**src/rtl/pre_alloc_multi.sv**
```systemverilog
// rtl/pre_alloc_multi.sv - N-port free-entry pre-allocator; optional round-robin search via PRE_ALLOC_RR_EN
module pre_alloc_multi #(
    parameter int ENTRY_NUM      = 32,
    parameter int ENTRY_ID_WIDTH = $clog2(ENTRY_NUM),
    parameter int PORT_NUM       = 4
) (
    input  logic                               clk,
    input  logic                               rst,
    input  logic [ENTRY_NUM-1:0]               v_in_vld,
    output logic [ENTRY_NUM-1:0]               v_in_rdy,
    input  logic                               flush,
    output logic [PORT_NUM-1:0]                out_vld,
    input  logic [PORT_NUM-1:0]                out_rdy,
    output logic [PORT_NUM*ENTRY_ID_WIDTH-1:0] out_idx
);

    logic [PORT_NUM-1:0]       slot_vld;
    logic [ENTRY_ID_WIDTH-1:0] slot_idx [PORT_NUM];

    logic [PORT_NUM:0]         rdy_prefix;
    logic [PORT_NUM-1:0]       fire;
    logic [PORT_NUM-1:0]       slot_open;
    logic [ENTRY_NUM-1:0]      held_mask;
    logic [ENTRY_NUM-1:0]      avail;
    logic [PORT_NUM-1:0]       grant;
    logic [ENTRY_ID_WIDTH-1:0] grant_idx [PORT_NUM];
    logic                      any_claim;
    logic [ENTRY_ID_WIDTH-1:0] last_idx;
    logic [ENTRY_ID_WIDTH-1:0] pos;
    int                        pos_sum;

`ifdef PRE_ALLOC_RR_EN
    logic [ENTRY_ID_WIDTH-1:0] rr_ptr;
`endif

    // Port k is offered only when every lower port is ready, keeping issue in port order.
    always_comb begin
        rdy_prefix    = '0;
        rdy_prefix[0] = 1'b1;
        out_vld       = '0;
        for (int k = 0; k < PORT_NUM; k++) begin
            out_vld[k]      = slot_vld[k] & rdy_prefix[k] & ~flush;
            rdy_prefix[k+1] = rdy_prefix[k] & out_rdy[k];
        end
    end

    assign fire      = out_vld & out_rdy;
    assign slot_open = ~slot_vld | fire;

    always_comb begin
        held_mask = '0;
        v_in_rdy  = '0;
        out_idx   = '0;
        for (int k = 0; k < PORT_NUM; k++) begin
            if (slot_vld[k]) held_mask[slot_idx[k]] = 1'b1;
            if (fire[k])     v_in_rdy[slot_idx[k]]  = 1'b1;
            out_idx[k*ENTRY_ID_WIDTH +: ENTRY_ID_WIDTH] = slot_idx[k];
        end
    end

    // Open slots take candidates in ascending port order; firing slots stay masked so no ID is reissued.
    always_comb begin
        avail     = v_in_vld & ~held_mask;
        grant     = '0;
        any_claim = 1'b0;
        last_idx  = '0;
        pos       = '0;
        pos_sum   = 0;
        for (int k = 0; k < PORT_NUM; k++) begin
            grant_idx[k] = '0;
        end
        for (int k = 0; k < PORT_NUM; k++) begin
            if (slot_open[k] && !flush) begin
                for (int j = 0; j < ENTRY_NUM; j++) begin
`ifdef PRE_ALLOC_RR_EN
                    pos_sum = int'(rr_ptr) + j;
                    if (pos_sum >= ENTRY_NUM) pos_sum = pos_sum - ENTRY_NUM;
`else
                    pos_sum = j;
`endif
                    pos = ENTRY_ID_WIDTH'(pos_sum);
                    if (!grant[k] && avail[pos]) begin
                        grant[k]     = 1'b1;
                        grant_idx[k] = pos;
                        avail[pos]   = 1'b0;
                    end
                end
                if (grant[k]) begin
                    any_claim = 1'b1;
                    last_idx  = grant_idx[k];
                end
            end
        end
    end

    always_ff @(posedge clk or posedge rst) begin
        if (rst) begin
            slot_vld <= '0;
            for (int k = 0; k < PORT_NUM; k++) begin
                slot_idx[k] <= '0;
            end
        end else if (flush) begin
            slot_vld <= '0;
        end else begin
            for (int k = 0; k < PORT_NUM; k++) begin
                if (slot_open[k]) begin
                    slot_vld[k] <= grant[k];
                    if (grant[k]) slot_idx[k] <= grant_idx[k];
                end
            end
        end
    end

`ifdef PRE_ALLOC_RR_EN
    always_ff @(posedge clk or posedge rst) begin
        if (rst) begin
            rr_ptr <= '0;
        end else if (any_claim) begin
            if (last_idx == ENTRY_ID_WIDTH'(ENTRY_NUM - 1)) rr_ptr <= '0;
            else                                            rr_ptr <= last_idx + ENTRY_ID_WIDTH'(1);
        end
    end
`endif

endmodule
```
**config.mk**
```make
export PLATFORM = sky130hd
export DESIGN_NAME = pre_alloc_multi
export DESIGN_NICKNAME = d
export VERILOG_FILES = /design/src/rtl/pre_alloc_multi.sv
export SDC_FILE = /design/constraint.sdc
export NUM_CORES = 1
export LEC_CHECK = 0
export CORE_ASPECT_RATIO = 0.8
export CORE_MARGIN = 2
export CORE_UTILIZATION = 51
export DETAILED_ROUTE_END_ITERATION = 16
export GPL_TIMING_DRIVEN = 0
export PLACE_DENSITY = 0.75
export SLEW_MARGIN = 20
export SYNTH_ARGS = -nofsm -noshare
export SYNTH_HDL_FRONTEND = slang
export SYNTH_SLANG_ARGS = --single-unit
```
**constraint.sdc**
```tcl
create_clock -name clk -period 6.3 [get_ports clk]
set_input_delay 1.26 -clock clk [delete_from_list [all_inputs] [get_ports clk]]
set_output_delay 1.26 -clock clk [all_outputs]
set_load 0.02 [all_outputs]
```
; Word-level counts from Yosys, hierarchy flattened
; Index checks and enable logic that the tools add are counted.
[totals]
ff_bits = 24
latchBits = 0
ram_bits = 0
mem_bits_ro = 0
input_bits = 39
output_inout_bits = 56
word_cells = 803
n_memories = 0
[op_classes]
n_addsub = 0
n_mul = 0
div = 0
n_lt_le_gt_ge = 8
n_eq_ne = 0
shifts = 0
muxes = 501
n_bitwise = 21
reduce_logical = 265
[op_table]
columns = cell, count
row1 = 2-to-1 mux 5 bit, 124
row2 = 2-to-1 mux 1 bit, 361
row3 = 2-to-1 mux 32 bit, 11
row4 = bitwise OR 32 bit, 6
row5 = logical AND 1 bit, 132
row6 = zero test 1 bit, 125
row7 = AND 32 bit, 1
row8 = inverter 32 bit, 1
row9 = "< comparator 5 x 6 -> 1 bit, second input constant", 4
row10 = demux 1 bit (select 5 bit), 4
row11 = ">= comparator 5 x 1 -> 1 bit, second input constant", 4
row12 = AND reduction 3 bit, 4
row13 = AND 1 bit, 9
row14 = nonzero test 2 bit, 4
row15 = AND 4 bit, 1
row16 = 2-to-1 mux 4 bit, 1
row17 = inverter 4 bit, 1
row18 = bitwise OR 4 bit, 1
row19 = inverter 1 bit, 1

; Longest topological paths before layout
[logic_depth]
ltp_word = 519
ltp_mapped = 20
depth_no_buf = 15

; Least setup slack after synthesis
; No wires, ideal clock.
[synth_path]
path_kind = in2reg
start = in v_in_vld[0]
end = reg slot_idx, in the netlist out_idx[15]
setup_ns = 0.126
arrival_ns = 4.910
required_ns = 6.174
setup_slack_ns = 1.264
cell_stages = 15
path_buffers = 1
cell_sequence = o21ai_1 or3_1 buf_2 maj3_1 and2_1 o21ai_0 nor2_1 nor3_1 nor4_4 maj3_1 o21ai_1 nor4_4 and4_1 nor3b_1 o32a_1
[synth_between]
elab_chain_cells = 137
word_cells_on_any_way = 628
cone_classes = mux (378) / bitwise (1) / reduce/logical (249)
[synth_rtl]
columns = item, line_no
row1 = from (decl), 9  ; input logic [ENTRY_NUM-1:0] v_in_vld,
row2 = AND 32 bit (*), 63  ; avail = v_in_vld & ~held_mask;
row3 = 2-to-1 mux 1 bit, 82  ; if (!grant[k] && avail[pos]) begin
row4 = 2-to-1 mux 1 bit, 73  ; if (slot_open[k] && !flush) begin
row5 = zero test 1 bit, 82
row6 = logical AND 1 bit, 82
row7 = 2-to-1 mux 1 bit, 82
row8 = 2-to-1 mux 32 bit (*), 73
row9 = logical AND 1 bit / zero test 1 bit (equally long branches), 82
row10 = (+121 left out), -
row11 = "logical AND 1 bit, or another cell as far along", 82
row12 = 2-to-1 mux 1 bit / logical AND 1 bit (equally long branches), 82
row13 = "2-to-1 mux 1 bit, on equally long branches", "73, 82"
row14 = zero test 1 bit / 2-to-1 mux 32 bit (equally long branches), "82, 73"
row15 = logical AND 1 bit, 82
row16 = 2-to-1 mux 1 bit, 82
row17 = 2-to-1 mux 1 bit, 73
row18 = AND reduction 3 bit (no line), -
row19 = "to (signal, indexed assignment)", 108  ; if (grant[k]) slot_idx[k] <= grant_idx[k];
row20 = to (decl), 18  ; logic [ENTRY_ID_WIDTH-1:0] slot_idx [PORT_NUM];
; Every way passes the cells marked *; elsewhere a longest branch is shown, timed or not. The select of a mux whose other input is x is not followed.
; A chain may end at the register's enable or synchronous reset.

; Final worst setup path
[layout_path]
start = in out_rdy[0]
end = reg slot_idx, in the netlist out_idx[16]
[layout_between]
elab_chain_cells = 137
word_cells_on_any_way = 485
cone_classes = mux (284) / bitwise (10) / reduce/logical (191)
[layout_rtl]
columns = item, line_no
row1 = from (decl), 13  ; input logic [PORT_NUM-1:0] out_rdy,
row2 = AND 4 bit (*), 47  ; assign fire = out_vld & out_rdy;
row3 = bitwise OR 4 bit (*), 48  ; assign slot_open = ~slot_vld | fire;
row4 = logical AND 1 bit, 73
row5 = 2-to-1 mux 32 bit, 73
row6 = 2-to-1 mux 1 bit, 82
row7 = 2-to-1 mux 1 bit, 73
row8 = zero test 1 bit, 82
row9 = logical AND 1 bit, 82
row10 = (+121 left out), -
row11 = "logical AND 1 bit, or another cell as far along", 82
row12 = 2-to-1 mux 1 bit / logical AND 1 bit (equally long branches), 82
row13 = "2-to-1 mux 1 bit, on equally long branches", "73, 82"
row14 = zero test 1 bit / 2-to-1 mux 32 bit (equally long branches), "82, 73"
row15 = logical AND 1 bit, 82
row16 = 2-to-1 mux 1 bit, 82
row17 = 2-to-1 mux 1 bit, 73
row18 = AND reduction 3 bit (no line), -
; Marked as above.

==> flow_summary_export.csv <==
group,metric,value,unit
status,status,"completed",
layout,final_area,8350,sq um
worst_setup_path,crit_required,6450,ps
power,p_leak,2.65,nW
clock_network,cts.sinks,24,
worst_setup_path,crit_type,"in2reg",
global_routing,grt_overflow,0,
placed_design,portBuffers,94,
timing,finalCritPeriodShare,96.1,%
job,maxCapViolCount,0,
timing,slew_headroom,29.3,%
synthesis,syn_area,6960,sq um
worst_setup_path,cp_cell_sequence,"clkdlybuf4s50_1 -> nand2_1 -> a21oi_1 -> clkbuf_1 -> o21ai_0 -> a211oi_1 -> nor3_2 -> nor4_4 -> nand2_1 -> maj3_2 -> nor4_4 -> and4_1 -> a31oi_1 -> o22a_1",
synthesis,synthFlopType,"dfrtp_1",
worst_setup_path,critPathBufInv,2,
synthesis,ys_types,97,
synthesis,synth_nets,1099,
die,pin_count,95,
synthesis,ys_top_cells_by_area,"dfrtp_1 (8.6%), nor2_1 (6.9%), nand2_1 (6.2%)",
routing,postRouteWirelength,34000,um
timing,rsz0062_at_grt,"false",
routing,ant_nets,0,
timing,period_minus_slack,6060,ps
worst_setup_path,rr_startpoint,"out_idx[0]",
timing,tightest_slew,1050,ps
global_routing,grt_max_degree,25,
routing,dr.pass1.iters,9,
power,irDropWorstVdd,0.177,mV
routing,drc_errors,0,
global_routing,grt_pass1_wl,50400,um
global_routing,track_usage,44.8,%
worst_setup_path,worst-path-stages,14,
worst_setup_path,start_kind,"primary input",
worst_setup_path,crit_path_end_kind,"register",
routing,wire_per_inst,25.3,um
worst_setup_path,crit_arrival,6210,ps
clock_network,max-clock-path-buffers,2,
timing,timing.fmax,0.165,GHz
layout,post_layout_nonfiller_instances,1344,
placed_design,place_inst,1335,
clock_network,clock_latency,270,ps
synthesis,synth-edff-count,0,
clock_network,clk_pin_slew,60,ps
synthesis,yosysTopAreaCell,"dfrtp_1",
placed_design,place_congestion,1.12,
timing,hold_viol,0,
synthesis,async_flop_share,100,%
layout,antenna_cells,0,
power,power_density,168,nW/um^2
worst_setup_path,reg2regPathDepth,17,
routing,drt-vias-per-instance,7.53,
worst_setup_path,crit_path_max_fanout,10,
global_routing,grt_pass1_vias,8628,
synthesis,syn_area_per_cell,6.56,sq um
timing,setup_violations,0,
synthesis,ys_seq_area_share,8.63,%
clock_network,numCtsBuffers,3,
synthesis,synth_top_cell_area_share,8.63,%
layout,drive_above_1_share,8.68,%
placed_design,dp_hpwl,27100,um
clock_network,htreeDepth,1,
synthesis,syn_inst,1060,
worst_hold_path,min_path_type,"reg2reg",
die,rows,38,
timing,holdWs,751,ps
layout,area_growth,20.0,%
die,core_area,13500,sq um
layout,nets,1205,
power,sequentialPowerShare,16.0,%
synthesis,yosysWarnings,0,
power,p_total,1.41,mW
power,pwr-share-comb,73.9,%
die,start_util,51.7,%
power,clockPowerShare,10.0,%
global_routing,antenna_found_initial,1,
timing,drv_slew,0,
routing,first_iter_violations,1921,
worst_setup_path,reg2reg_to,"out_idx[12]",
die,die_w,135,um
clock_network,root_buffer,"clkbuf_16",
die,die_y,108,um
layout,layout_common_cells,"nor2_1 (125), nand2_1 (115), clkdlybuf4s50_1 (94), a21oi_1 (84), o21ai_0 (79)",
worst_setup_path,critPathCapture,"out_idx[16]",
timing,clock_skew,4.91,ps
worst_setup_path,crit_path_start,"out_rdy[0]",
power,p_sw,0.807,mW
synthesis,ys_ff_latch,24,
routing,vias,10100,
clock_network,cts_tree,"yes",
worst_setup_path,cpPeakStageDelay,630,ps
power,sw_frac_of_total,57.4,%
worst_setup_path,slowest_stage,"clkbuf_1",
placed_design,place_area,8140,sq um
die,dieArea,14600,sq um
worst_setup_path,r2r_slack,250,ps
power,internal_power,0.598,mW
worst_setup_path,crit_family,"compound AO/OA/AOI/OAI gates",
layout,mostFrequentLayoutCell,"nor2_1",
timing,setup-tns-final,0,ps
Yosys cell counts (9+ instances only):
| cell | instances |
|---|---|
| nor4_1 | 13 |
| a31oi_1 | 20 |
| buf_2 | 17 |
| or4_1 | 10 |
| and3_1 | 9 |
| nand4b_1 | 9 |
| a21oi_1 | 85 |
| nand2_1 | 115 |
| maj3_1 | 11 |
| and2_1 | 20 |
| o221ai_1 | 35 |
| clkbuf_1 | 40 |
| o31ai_1 | 12 |
| nand4_1 | 14 |
| a22oi_1 | 26 |
| o21ai_1 | 11 |
| o22ai_1 | 21 |
| a222oi_1 | 12 |
| dfrtp_1 | 24 |
| or3_1 | 12 |
| nand3_1 | 37 |
| nor2b_1 | 13 |
| xnor2_1 | 12 |
| nor3_1 | 42 |
| nand2b_1 | 21 |
| nand3b_1 | 13 |
| a21o_1 | 9 |
| o21ai_0 | 79 |
| inv_1 | 9 |
| nor2_1 | 127 |
layout make-up:
cell class              instances  area, sq um
well taps                     180          225
flip-flops and latches         24          601
plain buffers                  58          251
inverters                       9         33.8
multi-input cells             967         6150
clock buffers                   3         75.1
fillers                      1341         5110
repair buffers                103         1010
metal layers:
metal	global-route usage, %	share of wire (%)
met1	66.2	41
met2	59.7	38
met3	14.2	17
met5	0	0.094
met4	16.0	4.3
cell families (layout without fill, tap and decap cells):
| logic type | count (synthesis) | in the layout | share of synthesized area, % |
|---|---|---|---|
| DFF | 24 | 24 | 8.63 |
| buffers and inverters | 69 | 173 | 4.19 |
| adders and majority gates | 13 | 13 | 1.91 |
| AOI/OAI and AO/OA | 416 | 416 | 41.7 |
| and+or+nand+nor | 522 | 522 | 41.5 |
| muxes | 3 | 3 | 0.450 |
| xor gates and xnor gates | 13 | 13 | 1.64 |
worst min-delay path: cells and delay by family, from the launching register on:
| family | cells | cell delay, ps |
|---|---|---|
| flops | 1 | 370 |
| buf+inv | 1 | 180 |
| simple gates | 1 | 120 |
| compound gates | 1 | 50 |
stage by stage:
stage	setup slack, ps	utilization [%]
final	243	62.0
after global routing	60.4	62.0
after CTS	36.0	61.1
after detailed placement	-296	60.5
after global placement	-509	60.4
after floorplan	1260	-
worst min-delay path by stage:
| stage | start | endpoint | slack, ps | cells after the start |
|---|---|---|---|---|
| floorplan | slot_vld[0] | slot_vld[0] | 700 | 3 |
| global placement | out_idx[11] | out_idx[11] | 720 | 3 |
| detailed placement | out_idx[11] | out_idx[11] | 740 | 3 |
| CTS | out_idx[11] | out_idx[11] | 750 | 3 |
| global route | out_idx[10] | out_idx[10] | 790 | 3 |
| finish | out_idx[11] | out_idx[11] | 750 | 3 |
flip-flops by register name, indices dropped and copies added, names as in the netlist:
name	flops
slot_vld	4
out_idx	20
power by group through the flow:
stage          Clock (mW)  Combinational [mW]  Sequential, mW
2_1_floorplan           0               0.604           0.244
3_3_place_gp            0               0.963           0.225
5_1_grt             0.147                1.09           0.228
6_report            0.141                1.04           0.225
4_1_cts             0.141               0.972           0.223
3_5_place_dp            0               0.967           0.225
repair_timing:
item	in CTS	in global routing
pin swaps	0	4
resized for setup	1	15
gates cloned	0	0
setup endpoints to repair	2	11
hold buffers	0	0
setup buffers	0	8
(Power assumes the default switching activity.)
